`config.mk`:
```
export PLATFORM = sky130hd
export DESIGN_NAME = uart_tx_queue
export DESIGN_NICKNAME = d
export VERILOG_FILES = /design/src/rtl/uart_pkg.sv /design/src/rtl/uart_sync_fifo.sv /design/src/rtl/uart_tx_queue.sv
export SDC_FILE = /design/constraint.sdc
export NUM_CORES = 1
export LEC_CHECK = 0
export ABC_AREA = 1
export CORE_AREA = 2 2 113 115
export CTS_CLUSTER_DIAMETER = 120
export DETAILED_ROUTE_END_ITERATION = 6
export DIE_AREA = 0 0 115 117
export GPL_TIMING_DRIVEN = 0
export MAX_ROUTING_LAYER = met4
export PLACE_DENSITY = 0.71
export SYNTH_ARGS = -nofsm -noshare
export SYNTH_HDL_FRONTEND = slang
export SYNTH_HIERARCHICAL = 1
export SYNTH_SLANG_ARGS = --single-unit
```
`constraint.sdc`:
```
create_clock -name i_clk -period 2.3 [get_ports i_clk]
set_clock_uncertainty 0.15 [all_clocks]
set_input_delay 0.46 -clock i_clk [delete_from_list [all_inputs] [get_ports i_clk]]
set_output_delay 0.46 -clock i_clk [all_outputs]
set_load 0.05 [all_outputs]
```
`src/rtl/uart_pkg.sv`:
```
// Shared definitions for the UART transmit-queue slice.
//   BYTE_W      : width of one queued byte
//   txq_state_t : feeder FSM states
package uart_pkg;

    localparam int unsigned BYTE_W = 8;

    typedef enum logic [1:0] {
        IDLE,
        WAIT_BUSY,
        WAIT_DONE
    } txq_state_t;

endpackage

```
`src/rtl/uart_sync_fifo.sv`:
```
// Byte FIFO with registered level/full/empty.
// Ports:
//   i_clk, i_rst  : clock, asynchronous active-high reset
//   i_wr_en       : write strobe; ignored while full
//   i_wr_data     : byte to store
//   i_rd_en       : pop strobe; ignored while empty
//   o_rd_data     : head byte (valid while !o_empty)
//   o_full        : DEPTH bytes held
//   o_empty       : no bytes held
//   o_level       : bytes held (0..DEPTH)
module uart_sync_fifo
    import uart_pkg::*;
#(
    parameter int unsigned DEPTH = 16,
    parameter int unsigned AW    = $clog2(DEPTH)
) (
    input  logic              i_clk,
    input  logic              i_rst,
    input  logic              i_wr_en,
    input  logic [BYTE_W-1:0] i_wr_data,
    input  logic              i_rd_en,
    output logic [BYTE_W-1:0] o_rd_data,
    output logic              o_full,
    output logic              o_empty,
    output logic [AW:0]       o_level
);

    localparam logic [AW:0] FULL_LEVEL = (AW + 1)'(DEPTH);

    logic [BYTE_W-1:0] r_mem [DEPTH];
    logic [AW-1:0]     r_wr_ptr;
    logic [AW-1:0]     r_rd_ptr;
    logic [AW:0]       r_level;
    logic              r_full;
    logic              r_empty;

    logic              w_push;
    logic              w_pop;
    logic [AW:0]       w_level_d;

    // A write while full is dropped even if a pop frees a slot this cycle.
    assign w_push = i_wr_en && !r_full;
    assign w_pop  = i_rd_en && !r_empty;

    always_comb begin
        w_level_d = r_level;
        case ({w_push, w_pop})
            2'b10:   w_level_d = r_level + 1'b1;
            2'b01:   w_level_d = r_level - 1'b1;
            default: w_level_d = r_level;
        endcase
    end

    always_ff @(posedge i_clk or posedge i_rst) begin
        if (i_rst) begin
            r_wr_ptr <= '0;
            r_rd_ptr <= '0;
            r_level  <= '0;
            r_full   <= 1'b0;
            r_empty  <= 1'b1;
        end else begin
            if (w_push) r_wr_ptr <= r_wr_ptr + 1'b1;
            if (w_pop)  r_rd_ptr <= r_rd_ptr + 1'b1;
            r_level <= w_level_d;
            r_full  <= (w_level_d == FULL_LEVEL);
            r_empty <= (w_level_d == '0);
        end
    end

    // Storage needs no reset; contents are meaningless while level is 0.
    always_ff @(posedge i_clk) begin
        if (w_push) r_mem[r_wr_ptr] <= i_wr_data;
    end

    assign o_rd_data = r_mem[r_rd_ptr];
    assign o_full    = r_full;
    assign o_empty   = r_empty;
    assign o_level   = r_level;

endmodule

```
`src/rtl/uart_tx_queue.sv`:
```
// Byte queue plus feeder FSM in front of one UART transmitter channel.
// Host bursts bytes in; the feeder hands them to the transmitter one at a
// time over the send/data/ready handshake.
// Build option: define UART_TXQ_OVF_EN to enable the sticky overflow flag;
// otherwise o_ovf is tied low and i_ovf_clr is ignored.
// Ports:
//   i_clk, i_rst     : clock, asynchronous active-high reset
//   i_wr_en/i_wr_data: host byte write (dropped while o_full)
//   o_full, o_empty  : queue flags
//   o_level          : bytes queued (0..DEPTH)
//   o_uart_send      : one-cycle start pulse to transmitter
//   o_uart_tx_data   : byte for transmitter, updated only on a pop
//   i_uart_ready     : transmitter idle (1) / busy (0)
//   o_ovf, i_ovf_clr : sticky overflow flag and its clear
module uart_tx_queue
    import uart_pkg::*;
#(
    parameter int unsigned DEPTH = 16,
    parameter int unsigned AW    = $clog2(DEPTH)
) (
    input  logic              i_clk,
    input  logic              i_rst,
    input  logic              i_wr_en,
    input  logic [BYTE_W-1:0] i_wr_data,
    output logic              o_full,
    output logic              o_empty,
    output logic [AW:0]       o_level,
    output logic              o_uart_send,
    output logic [BYTE_W-1:0] o_uart_tx_data,
    input  logic              i_uart_ready,
    output logic              o_ovf,
    input  logic              i_ovf_clr
);

    txq_state_t        r_state;
    txq_state_t        w_state_d;
    logic              r_send;
    logic [BYTE_W-1:0] r_tx_data;
    logic              w_pop;
    logic [BYTE_W-1:0] w_head;
    logic              w_empty;
    logic              w_full;

    uart_sync_fifo #(
        .DEPTH (DEPTH),
        .AW    (AW)
    ) u_fifo (
        .i_clk     (i_clk),
        .i_rst     (i_rst),
        .i_wr_en   (i_wr_en),
        .i_wr_data (i_wr_data),
        .i_rd_en   (w_pop),
        .o_rd_data (w_head),
        .o_full    (w_full),
        .o_empty   (w_empty),
        .o_level   (o_level)
    );

    always_comb begin
        w_state_d = r_state;
        w_pop     = 1'b0;
        case (r_state)
            IDLE: begin
                if (!w_empty && i_uart_ready) begin
                    w_pop     = 1'b1;
                    w_state_d = WAIT_BUSY;
                end
            end
            // Transmitter has not yet acknowledged the pulse by going busy.
            WAIT_BUSY: if (!i_uart_ready) w_state_d = WAIT_DONE;
            WAIT_DONE: if (i_uart_ready)  w_state_d = IDLE;
            default:   w_state_d = IDLE;
        endcase
    end

    // Send and data are registered together so the byte is valid for the
    // whole pulse cycle and held until the next pop.
    always_ff @(posedge i_clk or posedge i_rst) begin
        if (i_rst) begin
            r_state   <= IDLE;
            r_send    <= 1'b0;
            r_tx_data <= '0;
        end else begin
            r_state <= w_state_d;
            r_send  <= w_pop;
            if (w_pop) r_tx_data <= w_head;
        end
    end

    assign o_uart_send    = r_send;
    assign o_uart_tx_data = r_tx_data;
    assign o_full         = w_full;
    assign o_empty        = w_empty;

`ifdef UART_TXQ_OVF_EN
    logic r_ovf;

    // A dropped write in the same cycle as a clear leaves the flag set.
    always_ff @(posedge i_clk or posedge i_rst) begin
        if (i_rst) begin
            r_ovf <= 1'b0;
        end else if (i_wr_en && w_full) begin
            r_ovf <= 1'b1;
        end else if (i_ovf_clr) begin
            r_ovf <= 1'b0;
        end
    end

    assign o_ovf = r_ovf;
`else
    logic w_unused_ovf_clr;

    assign w_unused_ovf_clr = i_ovf_clr;
    assign o_ovf            = 1'b0;
`endif

endmodule

```
==> summary.txt <==
Layout
  – Most frequent cells in the layout: edfxtp_1, inv_1, nand2_1, o21ai_0, a21oi_1
  – Layout Nets: a little under 600
  – Fin cells: roughly 730
  – Area grow syn2layout: 19.2%
  – Most common cell after layout, fill and taps aside: edfxtp_1
  – Ratio of cells with drive above 1 in the final layout: ~18%
  – Final cell utilization of the core: a little over three fifths
  – Antenna cells: 0

Timing
  – Least-Margin Pin Slew: roughly 0.80 ns
  – Final max-slew violation count: 0
  – Final hold slack: just over 0.2 ns
  – F_max: 426 MHz
  – Slew margin rel.: a little under half
  – Setup violators final: 17
  – Final WS setup: -0.0456 ns
  – Final period util: 102%
  – RSZ-0062 raised after global routing: true
  – Fin crit period: between 2 and 2.5 ns
  – Final hold violations: 0

Placement
  – Hpwl dp: roughly 9500 um
  – Port bufs: 27
  – Inst Count DP: 686
  – Pre-CTS WS: -0.955 ns
  – Routability cong.: 0.909

Synth
  – Commonest register cell after synthesis: edfxtp_1
  – Sequential area share after synthesis: between 60% and 70%
  – EDFF count, synth: between 100 and 150
  – Top-area cell type share of the netlist area: 59.2%
  – Syn. warnings: 6
  – Mapped Area: between 6000 and 7000 sq um
  – Net count after synthesis: between 500 and 600
  – Unique masters post-synth: 32
  – Mapped Cells: 509
  – Ys async rst share: roughly 17%
  – Largest cells by area after synthesis: edfxtp_1, dfrtp_1, mux2i_1
  – Synthesized area per cell: approximately 13 sq um
  – Post-synth top area cell: edfxtp_1
  – Seq cells post-synth: between 150 and 200

Clock tree
  – CTS tree: yes
  – Count of clock tree sinks: roughly 150
  – CTS clk-pin slew, worst paths: 0.06 ns
  – H-tree depth: 4
  – Number of buffers created by CTS: 17
  – CTS root buf: clkbuf_16
  – Clock Latency Late Sink: 0.42 ns
  – Clock tree buffer depth: 2

Detailed routing
  – Vias per inst: around 6
  – Avg WL per Cell: between 20 and 25 um
  – DRT Pass-1 Iters: 5
  – Routed Antenna Nets: 0
  – Initial DRC Count: ~350
  – Detailed Route WL: 15200 um
  – DRC errors left: 0
  – DR vias: 4312

Power
  – Max VDD drop: approximately 0.90 mV
  – Pwr Total: 0.0106 W
  – Pwr/cell area: 1370 nW/um^2
  – Pleak: between 2 and 3 nW

Hold path
  – Worst min path class: in2async

Floorplanning
  – Initial Utilization: between 50% and 60%
  – Std cell rows: between 40 and 50
  – Core box area: 12300 sq um
  – Die Y-Extent: ~120 um
  – # IOs: 30
  – Die X-Extent: approximately 120 um
  – Die area: around 13000 sq um

GRT
  – Initial antenna violation count: 0
  – Vias in the first global route: 4138
  – First-pass GRT wire length: around 23000 um
  – Overflow after GRT: 0
  – Total track usage: about 25%
  – Largest net degree at the start of global routing: 17

Critical path
  – CP max FO: 8
  – Worst Path Required: around 2.2 ns
  – Crit path capture type: flop
  – Startpoint types: input port
  – Critical Path AT: about 2.2 ns
  – Worst Setup SP: i_wr_en
  – Reg-to-reg startpoint: u_fifo/o_empty
  – Critical path type: in2reg

Flow run
  – MaxCap Viol Count: 0

Run status
  – Status: finished, violations left
  – Failing checks: negative setup slack
per-layer routing:
layer,up-vias,global-route usage [%],wire (um)
met1,2154,31.4,6110
met2,169,38.8,7550
li1,1945,-,-
met4,0,11.1,525
met3,44,4.22,966
met5,-,-,0
per-stage QoR:
step / area, sq um / TNS, ns
floorplan: 6510 / -0.272
global placement: 6970 / -51.22
detailed placement: 6970 / -54.81
CTS: 7620 / -0.711
global route: 7740 / -2.55
finish: 7740 / -0.568
worst max-delay path, stage by stage:
cell and delay [ns]:
clkdlybuf4s50_1 0.47, nand2_2 0.17, inv_1 0.21, nand2_1 0.24
nor2_1 0.68
area by class of cell:
class                           count  area [sq um]
Clock inverter                     12           101
Multi-Input combinational cell    273          1790
Buffer                             23           108
Sequential cell                   154          4500
Tap cell                          150           188
Inverter                           59           226
Clock buffer                       20           447
Fill cell                         917          4570
Timing Repair Buffer               43           385
flip-flops by register name (all words and copies together) (netlist names):
signal           flops
u_fifo/r_mem       128
u_fifo/o_level       5
o_uart_send          1
u_fifo/r_wr_ptr      4
u_fifo/o_full        1
o_uart_tx_data       8
r_state              2
u_fifo/r_rd_ptr      4
u_fifo/o_empty       1
power breakdown:
group	internal (W)	switching, W	leakage (nW)
clock network	0.00150	0.00104	0.250
logic	0.00141	0.00294	1.22
registers	0.00349	0.000231	1.47
total	0.00641	0.00421	2.94
cells by family (layout without fill, tap and decap cells):
kind of cell	Yosys count	count (layout)	share of synthesized area [%]
DFF	154	154	69.2
and+or+nand+nor	116	116	8.63
AOI/OAI and AO/OA	110	110	9.82
buffers and inverters	82	157	5.05
muxes	32	32	4.93
adders and majority gates	7	7	1.35
xor gates and xnor gates	7	7	0.944
other	1	1	0.0577
worst paths after layout:
kind	end	slack, ns	cells past startpoint
max in group asynchronous	u_fifo/r_rd_ptr[3]	1.20	2
setup reg to reg	u_fifo/o_empty	0	16
hold reg to reg	o_uart_tx_data[3]	0.32	2
hold / removal	o_uart_tx_data[0]	0.20	2
setup / recovery	u_fifo/r_mem[7][3]	-0.05	5
min in group i_clk	o_uart_tx_data[3]	0.32	2
timing repair:
action,CTS,global route
endpoints found under the setup margin,57,100
hold buffers,0,0
pin swaps,8,14
buffers inserted,10,6
resized for setup,16,26
gates cloned,0,0
synth_stat cells, types with 2 or more instances:
cell / number
ha_1: 7
inv_1: 57
dfrtp_1: 25
xor2_1: 6
nand2_1: 51
o211ai_1: 32
mux2i_1: 32
nand4_1: 3
edfxtp_1: 128
nor2_4: 2
nand3_1: 29
clkbuf_1: 12
buf_4: 3
nand2_4: 2
buf_2: 7
nor2_1: 20
o21ai_0: 42
nand2_2: 4
o21ai_2: 2
a21oi_1: 33
Note: power is estimated with default switching activity, not from simulation.
